==> config.mk <==
export PLATFORM = sky130hd
export DESIGN_NAME = adder17
export DESIGN_NICKNAME = d
export VERILOG_FILES = /design/src/rtl/adder17.sv
export SDC_FILE = /design/constraint.sdc
export NUM_CORES = 1
export LEC_CHECK = 0
export BUFFER_PORTS_ARGS = -buffer_cell sky130_fd_sc_hd__buf_4
export CORE_AREA = 2 2 39 41
export CTS_CLUSTER_SIZE = 20
export DETAILED_ROUTE_END_ITERATION = 6
export DIE_AREA = 0 0 41 43
export PLACE_DENSITY = 0.51
export SLEW_MARGIN = 20
export SYNTH_ARGS = -nofsm -noshare
export SYNTH_HDL_FRONTEND = slang
export SYNTH_SLANG_ARGS = --single-unit
==> constraint.sdc <==
create_clock -name clk -period 1 [get_ports clk]
set_input_delay 0.1 -clock clk [delete_from_list [all_inputs] [get_ports clk]]
set_output_delay 0.1 -clock clk [all_outputs]
set_load 0.03 [all_outputs]
==> src/rtl/adder17.sv <==
// Registered 3-bit ripple-carry adder slice: {po3..po0} = A + B + cin, one cycle after capture.
// Operands A = {pi6,pi5,pi4}, B = {pi3,pi2,pi1}, carry-in pi0; the result is exact.
module adder17 (
    input  logic clk,
    input  logic rst_n,
    input  logic in_valid,
    input  logic pi6,
    input  logic pi5,
    input  logic pi4,
    input  logic pi3,
    input  logic pi2,
    input  logic pi1,
    input  logic pi0,
    output logic po3,
    output logic po2,
    output logic po1,
    output logic po0,
    output logic out_valid
);

    logic [2:0] op_a;
    logic [2:0] op_b;
    logic [2:0] sum;
    logic [3:0] carry;
    logic [3:0] result_q;
    logic       valid_q;

    assign op_a     = {pi6, pi5, pi4};
    assign op_b     = {pi3, pi2, pi1};
    assign carry[0] = pi0;

    // Three chained full adders; carry[3] is the carry-out and result bit 3.
    for (genvar i = 0; i < 3; i++) begin : gen_fa
        assign sum[i]     = op_a[i] ^ op_b[i] ^ carry[i];
        assign carry[i+1] = (op_a[i] & op_b[i]) | (op_a[i] & carry[i]) | (op_b[i] & carry[i]);
    end

    // NOTE: sequential state uses non-blocking assignments so every flop samples pre-edge values.
    always_ff @(posedge clk or negedge rst_n) begin
        if (!rst_n) begin
            result_q <= 4'b0000;
            valid_q  <= 1'b0;
        end else begin
            valid_q <= in_valid;
            if (in_valid) begin
                result_q <= {carry[3], sum};
            end
        end
    end

    assign {po3, po2, po1, po0} = result_q;
    assign out_valid            = valid_q;

endmodule

-- After elaboration in Yosys (flattened, before gate mapping)
Cells that the tools add are included.
- bits of input ports: 10
- word-level logic and storage cells: 23
- memory bits (writable): 0
- output and inout bits: 5
- bits in read-only memories: 0
- register bits after elaboration: 5
- memories kept: 0
- latch bits: 0
- reductions and logical operators: 0
- $add $sub $neg: 0
- bitwise gates (word level): 21
- shifts and indexed selects: 0
- order comparisons: 0
- divide/modulo/power cells: 0
- $mul: 0
- equal/unequal tests: 0
- muxes and demuxes: 0
- operator list (kind ; count):
    AND 1 bit ; 9
    bitwise OR 1 bit ; 6
    bitwise XOR 1 bit ; 6

-- Longest topological paths before layout
- word-level depth: 9
- gate-level depth with buffers: 7
- gate-level depth less buffers: 7

-- Least setup slack after synthesis
OpenSTA, ideal clock, no wires.
- path kind: input to register
- start: input pi4
- end: register result_q[2]
- setup time: 0.122 ns
- path slack: -0.432 ns
- data required time: 0.878 ns
- stages: 7
- arrival time: 1.310 ns
- path buffers: 0
- path through: inv_1 fa_1 inv_1 fa_1 inv_1 fa_1 mux2i_1
- word-level cells in the longest chain between the ends: 7
- elaborated cells between the ends (all ways): 9
- those cells by class: 9 x bitwise
- RTL lines (element ; RTL line ; source):
    start: declaration ; 9 ; input logic pi4,
    AND 1 bit ; 35 ; assign carry[i+1] = (op_a[i] & op_b[i]) | (op_a[i] & carry[i]) | (op_b[i] & carry[i]);
    bitwise OR 1 bit * (2 in a row) ; 35 ;
    AND 1 bit ; 35 ;
    bitwise OR 1 bit ; 35 ;
    bitwise OR 1 bit * ; 35 ;
    bitwise XOR 1 bit * ; 34 ; assign sum[i] = op_a[i] ^ op_b[i] ^ carry[i];
    end signal: assignment ; 46 ; result_q <= {carry[3], sum};
    end: declaration ; 25 ; logic [3:0] result_q;
Mark *: on every way between the ends. The rest lies on a longest branch, timed or not.
A chain may end at the register's enable or synchronous reset.

-- Worst setup path after layout
Same ends and word-level chain as after synthesis.

==> results_dict.tcl <==
set metrics [dict create \
    drtPass1Iterations 2 \
    fillerInstances 140 \
    grt_setup_unrepaired "true" \
    fin_worst_skew_ns 0 \
    drc 0 \
    swShare_pct 31.3 \
    ys_seq_elements 5 \
    gp_congestion 0.586 \
    fin_ws_ns -0.253 \
    design_area_um2 445 \
    timing.final.max_slew_violations 0 \
    netlist_area_um2 268 \
    dieHeight_um 43 \
    num_rows 14 \
    ys_types 5 \
    timing.fmax_mhz 798 \
    grt_antenna_before_repair 0 \
    cts.path.max_buffers 2 \
    synth_area_per_cell_um2 12.2 \
    first_iter_violations 2 \
    timing.hold.ws_ns 0.0358 \
    globalRoute.totalOverflow 0 \
    layout_commonest_cell "buf_4" \
    ioPinCount 15 \
    outcome "complete, but fails checks" \
    min_path_type "input pin to flip-flop" \
    seq_area_frac_synth_pct 46.7 \
    port_buffers 14 \
    synthMuxAreaShare_pct 16.8 \
    power.switching_mw 0.229 \
    cp-start-kind "input pin" \
    min_period_ns 1.25 \
    clk_pin_slew_ns 0.04 \
    place_area_um2 405 \
    vias 198 \
    synth_fa_ha_area_share_pct 22.4 \
    wirelength_um 459 \
    worstMarginPinSlew_ns 0.110 \
    synth.area.top_cells "dfrtp_1, fa_1, inv_1" \
    peakVddDrop_v 0.000432 \
    power.total_mw 0.730 \
    crit_path_end_kind "flip-flop" \
    num_antenna_cells 0 \
    clock_latency_ns 0.24 \
    cp.required_ns 1.12 \
    grt_pass1_vias 178 \
    power.leakage_nw 0.242 \
    clock_sinks 5 \
    drive_gt1_share_pct 61.0 \
    synth-xor-area-share_pct 0 \
    pwr-share-seq_pct 35.2 \
    core_area_mm2 0.00138 \
    maxSlewHeadroom_pct 92.5 \
    cts_buffers 3 \
    synth_top_area_share_pct 46.7 \
    p_int_mw 0.502 \
    grt_max_degree 6 \
    wl_per_cell_um 8.05 \
    final_hold_viol_count 0 \
    cts_tree "built" \
    path_max_fanout 1 \
    syn_nets 35 \
    arrival_ns 1.38 \
    dieArea_mm2 0.00176 \
    yosysWarnings 0 \
    synth_top_family_by_area "adder cells" \
    setup_viol 3 \
    cts-root-buf "clkbuf_4" \
    start_util_pct 19.3 \
    finalNetCount 55 \
    max-cap-violations 0 \
    grt_pass1_wl_um 703 \
    grt_use_total_pct 6.48 \
    violations "negative setup slack" \
    synthSimpleGateAreaFrac_pct 0 \
    path_class "input pin to flip-flop" \
    die_x_um 41 \
    combPwrFrac_pct 33.7 \
    routed_via_density 3.47 \
    synth_compound_area_share_pct 0 \
    powerDensity_mw_per_mm2 1640 \
    min_period_over_period_pct 125 \
    area_growth_pct 66.4 \
    final_cell_mix "buf_4, inv_1, dfrtp_1" \
    htree_levels 1 \
    p_clk_share_pct 31.1 \
    synthCells 22 \
    synth_top_cell_by_area "dfrtp_1" \
    ant_nets 0 \
]
[routing by layer]
| layer | GRT usage [%] | wire, um | vias to the layer above |
|---|---|---|---|
| met5 | 0 | 0 | - |
| met4 | 10.0 | 0 | 0 |
| met3 | 0 | 50 | 0 |
| met2 | 7.19 | 221 | 13 |
| met1 | 8.61 | 186 | 87 |
| li1 | - | - | 98 |
[timing repair]
action / in CTS / in global routing
hold endpoints to repair: 5 / 0
hold buffers: 1 / 0
setup buffers: 0 / 0
setup endpoints to repair: 3 / 3
pin swaps: 3 / 0
gates resized for setup: 2 / 0
[cell usage after synthesis]
master,number
mux2i_1,3
inv_1,10
fa_1,3
mux2_4,1
dfrtp_1,5
[cell type report]
class	instances	area, um^2	share of cell area (%)
Clock buffer	4	26.3	5.90
Inverter	10	45.0	10.1
Timing Repair Buffer	15	119	26.7
Sequential cell	5	125	28.1
Tap cell	16	20.0	4.49
Multi-Input combinational cell	7	110	24.7
[cells by family (layout without fill, tap and decap cells)]
group	after synthesis	count (layout)
buffers and inverters	10	29
muxes	4	4
DFF	5	5
adders and majority gates	3	3
[per-stage QoR]
stage	utilization (%)	TNS, ns	cells	worst slack (ns)
after CTS	32.2	-0.621	57	-0.258
after detailed placement	29.3	-1.61	52	-0.599
after floorplan	-	-1.08	22	-0.424
after global placement	29.3	-1.59	52	-0.591
after global routing	32.2	-0.762	57	-0.328
final	32.2	-0.607	57	-0.253
[power groups by stage]
stage	Combinational, mW	Sequential (mW)	Clock [mW]
2_1_floorplan	0.0666	0.329	0
5_1_grt	0.274	0.262	0.248
3_5_place_dp	0.246	0.259	0
6_report	0.246	0.257	0.227
3_3_place_gp	0.243	0.259	0
4_1_cts	0.251	0.257	0.237
[flip-flops by register name, indices dropped and copies added, names as in the netlist]
name       cells
out_valid      1
result_q       4
[critical path, cell delays in order]
cell,delay (ns)
buf_6,0.07
inv_2,0.03
fa_2,0.37
inv_2,0.06
fa_2,0.18
inv_2,0.03
fa_1,0.47
mux2i_1,0.06
[worst paths after layout]
path / cells past startpoint / end / slack [ns] / start
max in group asynchronous: 2 / result_q[1] / 0.69 / rst_n
worst max-delay path: 8 / result_q[2] / -0.25 / pi4
worst min-delay path: 1 / out_valid / 0.04 / in_valid
min in group asynchronous: 2 / result_q[2] / 0.20 / rst_n
worst min register to register: 2 / result_q[2] / 0.52 / result_q[2]
worst max register to register: 1 / result_q[1] / 0.23 / result_q[1]
(Power assumes the default switching activity.)
